===== src/rtl/pwm_duty_capture_pkg.sv =====
// Shared definitions for the PWM duty-cycle capture block: FSM encoding and
// window-length helper.
package pwm_duty_capture_pkg;

  typedef enum logic [1:0] {
    ST_IDLE  = 2'd0,
    ST_PRIME = 2'd1,
    ST_RUN   = 2'd2
  } cap_state_t;

  // Number of clk cycles in one measurement window (one PWM period).
  function automatic int unsigned win_len(input int unsigned cnt_w);
    return 32'd1 << cnt_w;
  endfunction

endpackage


===== src/rtl/pwm_duty_capture_if.sv =====
// Signal bundle between a PWM source/consumer (master) and the capture block (slave).
interface pwm_duty_capture_if #(
  parameter int NUM_CH = 8,
  parameter int CNT_W  = 8
);
  logic                      en;
  logic [NUM_CH-1:0]         pwm_in;
  logic [NUM_CH*CNT_W-1:0]   duty;
  logic                      duty_valid;
  logic [NUM_CH-1:0]         changed;
  logic [NUM_CH-1:0]         locked;
  logic [NUM_CH-1:0]         full_on;
  logic [NUM_CH-1:0]         full_off;

  modport master (
    output en, pwm_in,
    input  duty, duty_valid, changed, locked, full_on, full_off
  );

  modport slave (
    input  en, pwm_in,
    output duty, duty_valid, changed, locked, full_on, full_off
  );
endinterface


===== src/rtl/pwm_capture_ch.sv =====
// One capture channel: input synchroniser, high-cycle accumulator and the
// registered per-window result with its changed/locked/full flags.
module pwm_capture_ch
  import pwm_duty_capture_pkg::*;
#(
  parameter int CNT_W       = 8,
  parameter int SYNC_STAGES = 2,
  parameter int TOL         = 1
) (
  input  logic             clk,
  input  logic             rst,
  input  logic             pwm_in,
  input  logic             active,      // window in progress this cycle
  input  logic             last,        // final cycle of the window
  input  logic             report,      // last cycle of a RUN window
  input  logic             prime_done,  // last cycle of the PRIME window
  input  logic             abort,       // enable fell: drop window, clear lock
  output logic [CNT_W-1:0] duty,
  output logic             changed,
  output logic             locked,
  output logic             full_on,
  output logic             full_off
);

  localparam logic [CNT_W:0] FULL  = (CNT_W+1)'(win_len(CNT_W));
  localparam logic [CNT_W:0] TOL_W = (CNT_W+1)'(TOL);

  logic [SYNC_STAGES-1:0] sync_q;
  logic                   s;
  logic [CNT_W:0]         acc_q;
  logic [CNT_W:0]         r;
  logic [CNT_W:0]         prev_r_q;
  logic                   prev_valid_q;
  logic                   first_q;
  logic [CNT_W:0]         diff;
  logic [CNT_W-1:0]       duty_new;

  assign s        = sync_q[SYNC_STAGES-1];
  // The final cycle's sample is folded in here so no cycle is lost at the boundary.
  assign r        = acc_q + {{CNT_W{1'b0}}, s};
  assign diff     = (r >= prev_r_q) ? (r - prev_r_q) : (prev_r_q - r);
  assign duty_new = (r >= FULL) ? '1 : r[CNT_W-1:0];

  // Synchroniser shift chain for the asynchronous pin.
  always_ff @(posedge clk or posedge rst) begin
    // NOTE: non-blocking assignments so every flop samples pre-edge values;
    // blocking here would collapse the chain into a single stage.
    if (rst) sync_q <= '0;
    else     sync_q <= {sync_q[SYNC_STAGES-2:0], pwm_in};
  end

  // High-cycle accumulator, restarted at each window boundary or when idle.
  always_ff @(posedge clk or posedge rst) begin
    if (rst)                 acc_q <= '0;
    else if (!active || last) acc_q <= '0;
    else                     acc_q <= r;
  end

  // Per-window result registers and comparison history.
  always_ff @(posedge clk or posedge rst) begin
    if (rst) begin
      duty         <= '0;
      changed      <= 1'b0;
      locked       <= 1'b0;
      full_on      <= 1'b0;
      full_off     <= 1'b0;
      prev_r_q     <= '0;
      prev_valid_q <= 1'b0;
      first_q      <= 1'b0;
    end else if (prime_done) begin
      prev_valid_q <= 1'b0;
      first_q      <= 1'b1;
    end else if (report) begin
      duty         <= duty_new;
      full_on      <= (r == FULL);
      full_off     <= (r == '0);
      changed      <= first_q || (duty_new != duty);
      locked       <= prev_valid_q && (diff <= TOL_W);
      prev_r_q     <= r;
      prev_valid_q <= 1'b1;
      first_q      <= 1'b0;
    end else if (abort) begin
      locked       <= 1'b0;
    end
  end

endmodule


===== src/rtl/pwm_duty_capture.sv =====
// Duty-cycle capture top: window counter, IDLE/PRIME/RUN sequencing and the
// duty_valid strobe; per-channel measurement lives in pwm_capture_ch.
module pwm_duty_capture
  import pwm_duty_capture_pkg::*;
#(
  parameter int NUM_CH      = 8,
  parameter int CNT_W       = 8,
  parameter int SYNC_STAGES = 2,
  parameter int TOL         = 1
) (
  input  logic              clk,
  input  logic              rst,
  pwm_duty_capture_if.slave bus
);

  cap_state_t       state_q, state_d;
  logic [CNT_W-1:0] win_q;
  logic             active, last, report, prime_done, abort;
  logic [CNT_W-1:0] duty_ch [NUM_CH];

  assign active     = (state_q != ST_IDLE) && bus.en;
  assign last       = active && (win_q == '1);
  assign report     = last && (state_q == ST_RUN);
  assign prime_done = last && (state_q == ST_PRIME);
  assign abort      = (state_q != ST_IDLE) && !bus.en;

  // State register.
  always_ff @(posedge clk or posedge rst) begin
    if (rst) state_q <= ST_IDLE;
    else     state_q <= state_d;
  end

  // Next-state logic; dropping en returns to IDLE from anywhere.
  always_comb begin
    // NOTE: default assigned first so no path through the case infers a latch.
    state_d = state_q;
    case (state_q)
      ST_IDLE:  if (bus.en) state_d = ST_PRIME;
      ST_PRIME: if (!bus.en) state_d = ST_IDLE;
                else if (last) state_d = ST_RUN;
      ST_RUN:   if (!bus.en) state_d = ST_IDLE;
      default:  state_d = ST_IDLE;
    endcase
  end

  // Window position counter; wraps naturally every 2^CNT_W cycles.
  always_ff @(posedge clk or posedge rst) begin
    if (rst)          win_q <= '0;
    else if (!active) win_q <= '0;
    else              win_q <= win_q + CNT_W'(1);
  end

  // One-cycle strobe coinciding with the registered per-channel results.
  always_ff @(posedge clk or posedge rst) begin
    if (rst) bus.duty_valid <= 1'b0;
    else     bus.duty_valid <= report;
  end

  for (genvar i = 0; i < NUM_CH; i++) begin : g_ch
    pwm_capture_ch #(
      .CNT_W      (CNT_W),
      .SYNC_STAGES(SYNC_STAGES),
      .TOL        (TOL)
    ) u_ch (
      .clk       (clk),
      .rst       (rst),
      .pwm_in    (bus.pwm_in[i]),
      .active    (active),
      .last      (last),
      .report    (report),
      .prime_done(prime_done),
      .abort     (abort),
      .duty      (duty_ch[i]),
      .changed   (bus.changed[i]),
      .locked    (bus.locked[i]),
      .full_on   (bus.full_on[i]),
      .full_off  (bus.full_off[i])
    );
  end

  // Pack per-channel duty codes onto the flat bus.
  always_comb begin
    bus.duty = '0;
    for (int i = 0; i < NUM_CH; i++) bus.duty[i*CNT_W +: CNT_W] = duty_ch[i];
  end

endmodule


===== src/flat_wrapper.sv =====
// flat-port wrapper written by rule: the top's interface ports become plain ports
module pwm_duty_capture_flat import pwm_duty_capture_pkg::*;
#(
  parameter int NUM_CH      = 8,
  parameter int CNT_W       = 8,
  parameter int SYNC_STAGES = 2,
  parameter int TOL         = 1
)
  (clk, rst, bus_en, bus_pwm_in, bus_duty, bus_duty_valid, bus_changed, bus_locked, bus_full_on, bus_full_off);
  pwm_duty_capture_if #(.NUM_CH(NUM_CH), .CNT_W(CNT_W)) bus_i ();
  input  logic clk;
  input  logic rst;
  input wire logic [$bits(bus_i.en)-1:0] bus_en;
  input wire logic [$bits(bus_i.pwm_in)-1:0] bus_pwm_in;
  output wire logic [$bits(bus_i.duty)-1:0] bus_duty;
  output wire logic [$bits(bus_i.duty_valid)-1:0] bus_duty_valid;
  output wire logic [$bits(bus_i.changed)-1:0] bus_changed;
  output wire logic [$bits(bus_i.locked)-1:0] bus_locked;
  output wire logic [$bits(bus_i.full_on)-1:0] bus_full_on;
  output wire logic [$bits(bus_i.full_off)-1:0] bus_full_off;
  assign bus_i.en = bus_en;
  assign bus_i.pwm_in = bus_pwm_in;
  assign bus_duty = bus_i.duty;
  assign bus_duty_valid = bus_i.duty_valid;
  assign bus_changed = bus_i.changed;
  assign bus_locked = bus_i.locked;
  assign bus_full_on = bus_i.full_on;
  assign bus_full_off = bus_i.full_off;
  pwm_duty_capture #(.NUM_CH(NUM_CH), .CNT_W(CNT_W), .SYNC_STAGES(SYNC_STAGES), .TOL(TOL)) u_core (.clk(clk), .rst(rst), .bus(bus_i));
endmodule

===== config.mk =====
export PLATFORM = sky130hd
export DESIGN_NAME = pwm_duty_capture_flat
export DESIGN_NICKNAME = d
export VERILOG_FILES = /design/src/rtl/pwm_duty_capture_pkg.sv /design/src/rtl/pwm_duty_capture_if.sv /design/src/rtl/pwm_capture_ch.sv /design/src/rtl/pwm_duty_capture.sv /design/src/flat_wrapper.sv
export SDC_FILE = /design/constraint.sdc
export NUM_CORES = 1
export LEC_CHECK = 0
export BUFFER_PORTS_ARGS = -buffer_cell sky130_fd_sc_hd__buf_2
export CAP_MARGIN = 20
export CORE_UTILIZATION = 25
export CTS_CLUSTER_DIAMETER = 200
export DETAILED_ROUTE_END_ITERATION = 8
export SYNTH_ARGS = -nofsm -noshare
export SYNTH_HDL_FRONTEND = slang
export SYNTH_SLANG_ARGS = --single-unit

===== constraint.sdc =====
create_clock -name clk -period 9.5 [get_ports clk]
set_input_delay 0.95 -clock clk [delete_from_list [all_inputs] [get_ports clk]]
set_output_delay 0.95 -clock clk [all_outputs]
set_load 0.03 [all_outputs]

==> results of run 1 <==
-- worst reg2reg max path, delay by kind of cell (launching register included) --
| kind | cells | cell delay (ns) |
|---|---|---|
| compound gates | 1 | 0.11 |
| fa+ha+maj | 1 | 0.19 |
| buf+inv | 2 | 1.54 |
| flops | 1 | 0.36 |
| simple gates | 8 | 2.26 |
-- placed cells by master (no fill, tap or decap), drive strengths merged, types with 18 or more instances in the layout --
cell type  Yosys  layout
dfrtp        269     269
nand2        183     183
buf           43     127
nor2b         44      44
nor3          29      29
ha           158     158
nand3         54      54
a21o          25      25
o31ai         20      20
nand2b        30      30
nand4         24      24
a31oi         61      61
o21ai        187     187
clkbuf        70      51
nor2         220     220
nor4          18      18
a21oi        123     123
inv          164     166
xnor2         75      75
xor2          63      63
-- power groups by stage --
stage          logic, uW  registers, uW  clock network [uW]
4_1_cts              105           1160                1320
3_5_place_dp         104           1180                   0
2_1_floorplan       69.4           1180                   0
6_report             101           1160                1270
3_3_place_gp         104           1180                   0
5_1_grt              116           1160                1370
-- sequential cells by signal (all words and copies together), names as in the netlist --
register and flops:
u_core.g_ch.u_ch.duty 64, u_core.bus.duty_valid 1, u_core.g_ch.u_ch.prev_valid_q 1, u_core.g_ch.u_ch.first_q 1, u_core.g_ch.u_ch.changed 8, u_core.state_q 2, u_core.g_ch.u_ch.prev_r_q 72, u_core.win_q 8
u_core.g_ch.u_ch.full_off 8, u_core.g_ch.u_ch.full_on 8, u_core.g_ch.u_ch.acc_q 72, u_core.g_ch.u_ch.sync_q 16, u_core.g_ch.u_ch.locked 8
-- how the worst max path moves through the flow --
| stage | start | end | slack (ns) | depth (start not counted) |
|---|---|---|---|---|
| floorplan | rst | u_core.bus.duty_valid | 1.14 | 1 |
| global placement | bus_en | u_core.g_ch[7].u_ch.locked | 4.96 | 10 |
| detailed placement | bus_en | u_core.g_ch[7].u_ch.locked | 4.93 | 10 |
| CTS | u_core.win_q[0] | u_core.g_ch[7].u_ch.locked | 4.91 | 12 |
| global route | u_core.win_q[0] | u_core.g_ch[7].u_ch.locked | 4.53 | 12 |
| finish | u_core.win_q[0] | u_core.g_ch[7].u_ch.locked | 4.98 | 12 |
-- Yosys cell counts, types with 5 or more instances --
cell type  count
ha_1         158
a221oi_1       6
o22ai_1        8
nand4_1       23
and3_1        16
a211oi_1      16
fa_1          16
nor4_1        18
buf_2          7
a21oi_1      123
xnor2_1       74
and2_1         8
inv_1        164
o2111ai_1     10
nor2_1       220
o21bai_1       7
xor2_1        61
a32oi_1       10
o31ai_1       20
buf_4         33
or2_2          5
and4_1        11
nand3_1       53
nand4b_1      12
mux2_2         6
a32o_1         5
clkinv_1       6
clkbuf_1      70
mux2i_1       12
a31oi_1       61
a211o_1        5
o21ai_0      178
nand2b_1      30
o21ai_1        9
a311oi_1       5
o21a_1         7
nor3_1        29
nand2_1      183
nor2b_1       44
o2bb2ai_1      7
a21o_1        25
dfrtp_1      269
-- cell type report --
cell class / count / share of cell area
inverters: 171 / 0.0317
repair buffers: 127 / 0.0332
clock inverters: 8 / 0.00364
multi-input cells: 1542 / 0.499
diodes: 1 / 0.000121
well taps: 950 / 0.0576
flip-flops and latches: 269 / 0.326
clock buffers: 51 / 0.0488
-- stage by stage --
step                power [uW]  hold WS, ns  std cells  area [sq um]
global placement          1280        0.333       3058         19500
detailed placement        1280        0.341       3058         19500
CTS                       2580        0.345       3117         20600
floorplan                 1250        0.331       2095         18200
finish                    2530        0.345       3119         20600
global route              2640        0.362       3118         20600
-- layer usage --
layer	up-vias	GRT usage	wire length (um)	part of all wire
met5	-	0	0	0
met4	0	0.0347	967	0.020
met3	63	0.0249	2130	0.044
met2	258	0.209	21700	0.45
met1	7023	0.178	23200	0.48
li1	7353	-	-	-
-- kinds of logic (layout without fill, tap and decap cells) --
kind of cell	Yosys count	in the layout	share of synthesized area
flops	269	269	0.369
simple gates	673	673	0.176
fa+ha+maj	174	174	0.126
other cells	0	1	0
xor+xnor	138	138	0.0688
buf+inv	284	357	0.0663
mux	19	19	0.0115
compound gates	538	538	0.182
==> results.md, run 1 <==
* Syn-to-layout area delta at 13.2%
* Bufs and invs on worst path at 2
* Placer Congestion at 0.846
* Via density at 4.71
* Arrival @ worst endpoint at 4.98 ns
* Post-DP HPWL at 34800 um
* Crit. End Element: register
* Worst setup margin at 4.98 ns
* Post-synth cell types at 75
* Largest delay share family, worst path: simple AND/OR/NAND/NOR gates
* Clk_lat worst skew at 0.53 ns
* Sequential Power Share at 0.457
* IO buf count at 107
* Vias in the first global route at 14138
* Clk pin slew, worst setup/hold paths at 0.06 ns
* Relative slew slack at 0.324
* IO Count at 108
* Req. time, crit path at 9.97 ns
* Net Switching at 590 uW
* CTS tree: done
* Hold WC Path Type: reg -> reg
* Rows at 98
* Multi-input gate area at 0.0103 sq mm
* RSZ-0062 raised after global routing: false
* Post-Syn Nets at 2280
* Vias at 14697
* Worst hold path depth at 0
* Status: finished, final reports clean
* Peak VDD IR at 0.0860 mV
* Top achievable clock speed at 221 MHz
* Sw frac at 0.234
* Worst r2r path cells at 12
* Clock Path Buffers at 3
* Max-Cap Viols at 0
* Crit path top cell by count: and3_1
* Worst Setup Path Type: reg -> reg
* Critical-path cell list: ha_1, and3_1, and3_1, nand3_4, inv_6, buf_4, nand2_1, nor2_1, nand4_1, or3b_2, nand3_1, a22o_1
* Clock Skew at 0.0250 ns
* Largest net degree at the start of global routing at 92
* Routed WL at 48000 um
* All-Layer GR Usage at 0.130
* Crit Path Max Fanout at 91
* Worst-Margin Slew at 1.01 ns
* Horiz. Die Dim at 272 um
* EDFF count, synth at 0
* Root Driver: clkbuf_16
* Finish-stage setup viols at 0
* Antenna viol nets, final at 0
* DRC viols at 0
* First-pass GRT wire length at 77800 um
* Final period utilization at 0.476
* Share of cells above drive strength 1 at 0.0936
* FFs w/ async S/R, synth at 1.00
* CP peak stage delay at 0.81 ns
* Final-layout fill cell count at 7714
* Post-CTS Setup Bufs at 0
* Crit start category: register
* H-tree levels at 2
* Hold Path End: u_core.g_ch[1].u_ch.sync_q[1]
* Core area at 0.0719 sq mm
* PD cells at 123 mW/mm^2
* Initial DRC Count at 1020
* R2r endpoint: u_core.g_ch[7].u_ch.locked
* Seq cells post-synth at 269
* Synthesized area per cell at 8.70 sq um
* DIE AREA at 0.0740 sq mm
* Comb pwr share at 0.040
* Hold_buf cts at 0
* Slew Viols, Final at 0
* Clk pwr share at 0.503
* WL/cell at 15.4 um
* HP Start: u_core.g_ch[1].u_ch.sync_q[0]
* Register area at 0.00673 sq mm
* First drt pass iteration count at 5
* Initial antenna violation count at 1
* Pint at 1940 uW
* Post-synthesis cell count at 2095
* Initial Util at 0.254
* Final min period at 4.52 ns
* Sequential share of the synthesized area at 0.369
* Post-synth top flop: dfrtp_1
* CP max-delay cell: inv_6
* Final hold violations at 0
* Clock buffer count from CTS at 34
* Worst slack at placement at 4.93 ns
* Layout Nets at 2330
* Core Util, Final at 0.287
* Clock Sinks at 269
* Largest cells by area after synthesis: dfrtp_1 37%, ha_1 11%, o21ai_0 4.9%, nor2_1 4.5%, nand2_1 3.8%
* YS warnings at 0
* Cell taking the most area after synthesis: dfrtp_1
* PostCTS Resize Cnt at 0
* Leakage at 0.00989 uW
* Overflow after GRT at 0
* Cell Area, Synth at 0.0182 sq mm
* Synth top area share at 0.369
* Worst r2r src: u_core.win_q[0]
* Chip height at 272 um
* R2R Setup Slk at 4.98 ns
* Post-Route Setup TNS at 0 ns
Note: power is estimated with default switching activity, not from simulation.
==> run 2: changes to the inputs <==
==> constraint.sdc (replaced) <==
create_clock -name clk -period 4 [get_ports clk]
set_input_delay 0.4 -clock clk [delete_from_list [all_inputs] [get_ports clk]]
set_output_delay 0.4 -clock clk [all_outputs]
set_load 0.03 [all_outputs]
==> results.md, run 2 (synthesis gave the netlist of run 1 again) <==
* First-pass GRT wire length at 79500 um (was 77800 um)
* Core area at 0.0719 sq mm (unchanged)
* H-tree levels at 2 (unchanged)
* Via density at 4.66 (was 4.71)
* Post-DP Area at 0.0199 sq mm (was 0.0195 sq mm)
* Finish-stage setup viols at 0 (unchanged)
* Syn-to-layout area delta at 16.5% (was 13.2%)
* Critical-path cell list: ha_1, ha_1, xnor2_1, inv_1, ha_1, nand2_1, nor4_1, a2111oi_0, o2bb2ai_1, mux2_2, a31oi_1, xnor2_1, o31ai_1 (was ha_1, and3_1, and3_1, nand3_4, inv_6, buf_4, nand2_1, nor2_1, nand4_1, or3b_2, nand3_1, a22o_1)
* Clock Sinks at 269 (unchanged)
* Relative slew slack at 0.277 (was 0.324)
* Rows at 98 (unchanged)
* Top achievable clock speed at 268 MHz (was 221 MHz)
* IO buf count at 107 (unchanged)
* Initial DRC Count at 988 (was 1020)
* CTS tree: done (unchanged)
* Largest delay share family, worst path: compound AO/OA/AOI/OAI gates (was simple AND/OR/NAND/NOR gates)
* DRC viols at 0 (unchanged)
* Chip height at 272 um (unchanged)
* Crit. End Element: register (unchanged)
* CP peak stage delay at 0.53 ns (was 0.81 ns)
* Leakage at 0.0102 uW (was 0.00989 uW)
* Crit Path Max Fanout at 8 (was 91)
* Bufs and invs on worst path at 1 (was 2)
* Crit path top cell by count: ha_1 (was and3_1)
* DIE AREA at 0.0740 sq mm (unchanged)
* Placer Congestion at 0.818 (was 0.846)
* Hold WC Path Type: in -> reg (was reg -> reg)
* Clock Path Buffers at 3 (unchanged)
* Slew Viols, Final at 0 (unchanged)
* Final hold violations at 0 (unchanged)
* All-Layer GR Usage at 0.133 (was 0.130)
* Root Driver: clkbuf_16 (unchanged)
* Max-Cap Viols at 0 (unchanged)
* Worst Setup Path Type: reg -> reg (unchanged)
* Vias at 14779 (was 14697)
* Req. time, crit path at 4.45 ns (was 9.97 ns)
* Vias in the first global route at 14605 (was 14138)
* Final period utilization at 0.934 (was 0.476)
* PD cells at 302 mW/mm^2 (was 123 mW/mm^2)
* Post-Route Setup TNS at 0 ns (unchanged)
* Share of cells above drive strength 1 at 0.115 (was 0.0936)
* Status: finished, final reports clean (unchanged)
* Largest net degree at the start of global routing at 160 (was 92)
* Worst-Margin Slew at 1.08 ns (was 1.01 ns)
* CP startpoint: u_core.g_ch[0].u_ch.sync_q[1] (was u_core.win_q[0])
* Post-DP HPWL at 34600 um (was 34800 um)
* Antenna cells at 0 (was 1)
* Final min period at 3.74 ns (was 4.52 ns)
* Horiz. Die Dim at 272 um (unchanged)
* First drt pass iteration count at 7 (was 5)
* Overflow after GRT at 0 (unchanged)
* Arrival @ worst endpoint at 4.19 ns (was 4.98 ns)
* Core Util, Final at 0.295 (was 0.287)
* Peak VDD IR at 0.273 mV (was 0.0860 mV)
* CP max-delay cell: a2111oi_0 (was inv_6)
* Crit start category: register (unchanged)
* RSZ-0062 raised after global routing: false (unchanged)
* Clk_lat worst skew at 0.55 ns (was 0.53 ns)
* Routed WL at 48100 um (was 48000 um)
* Clock Skew at 0.0130 ns (was 0.0250 ns)
* Tot Pwr at 6410 uW (was 2530 uW)
* Clk pin slew, worst setup/hold paths at 0.06 ns (about the same)
* IO Count at 108 (unchanged)
* Initial Util at 0.254 (unchanged)
* Initial antenna violation count at 2 (was 1)
* Clock buffer count from CTS at 37 (was 34)
* Antenna viol nets, final at 0 (unchanged)
* Worst r2r src: u_core.g_ch[0].u_ch.sync_q[1] (was u_core.win_q[0])
* Layout Nets at 2382 (was 2330)
* WL/cell at 15.2 um (was 15.4 um)
* Most frequent cells in the layout: 269 x dfrtp_1, 220 x nor2_1, 183 x nand2_1, 178 x o21ai_0, 163 x inv_1 (unchanged)
* Most common cell after layout, fill and taps aside: dfrtp_1 (unchanged)
* Largest regs: u_core.g_ch.u_ch.acc_q: 72 flops, u_core.g_ch.u_ch.prev_r_q: 72 flops, u_core.g_ch.u_ch.duty: 64 flops (unchanged)
* HP Start: bus_en (was u_core.g_ch[1].u_ch.sync_q[0])
* Post-Layout Inst Area at 0.0212 sq mm (was 0.0206 sq mm)
[run 2: cell types whose count changed in the layout (fill, tap and decap cells not counted), moves of 3 or more]
cell / change
buf_12: +3
clkinvlp_4: +6
buf_4: +37
dlygate4sd3_1: +9
clkbuf_16: +4
inv_6: +3
clkbuf_1: -5
[run 2: final timing paths]
kind / end / slack [ns] / cells after the start
worst max-delay path: u_core.g_ch[0].u_ch.locked / 0.26 / 13
worst min-delay path: u_core.g_ch[0].u_ch.first_q / 0.23 / 4
worst max register to register: u_core.g_ch[0].u_ch.locked / 0.26 / 13
worst min register to register: u_core.g_ch[5].u_ch.sync_q[1] / 0.35 / 0
max in group asynchronous: u_core.g_ch[6].u_ch.acc_q[2] / 2.45 / 4
min in group asynchronous: u_core.g_ch[4].u_ch.acc_q[5] / 0.50 / 3
[run 2: layer usage]
| metal | wire length (um) | vias up | GRT usage |
|---|---|---|---|
| li1 | - | 7453 | - |
| met1 | 23100 | 6984 | 0.177 |
| met2 | 21400 | 254 | 0.213 |
| met3 | 2080 | 86 | 0.0242 |
| met4 | 1490 | 2 | 0.0480 |
| met5 | 12 | - | 0 |
[run 2: layout make-up]
cell class | count | area, sq um
clock inverters | 17 | 194
repair buffers | 176 | 1110
clock buffers | 48 | 1060
multi-input cells | 1542 | 10300
flip-flops and latches | 269 | 6730
well taps | 950 | 1190
fillers | 7652 | 50600
inverters | 171 | 651
[run 2: power by group]
group          total (uW)  leakage (uW)  internal [uW]  switching [uW]
Clock                3410      0.000599           2070            1340
Combinational         255       0.00613           75.9             179
Sequential           2750       0.00346           2740            9.34
Total                6410        0.0102           4890            1520
[run 2: per-stage QoR]
step,cells,setup WS (ns),hold slack [ns]
after CTS,3173,0.315,0.182
after detailed placement,3099,0.337,0.337
after global routing,3173,0.00882,0.235
final,3173,0.263,0.229
after global placement,3099,0.383,0.335
after floorplan,2095,0.0465,0.331
[run 2: tightest hold or removal path: cells and delay by family]
family / cells / cell delay [ns]
AO/OA/AOI/OAI: 1 / 0.05
buffers and inverters: 1 / 0.16
AND/OR/NAND/NOR: 2 / 0.11
[run 2: what timing repair did]
action | 4_1_cts | 5_1_grt
resized for setup | 0 | 1
setup endpoints to repair | 0 | 1
hold buffers | 9 | 0
setup buffers | 0 | 0
endpoints found under the hold margin | 27 | 0
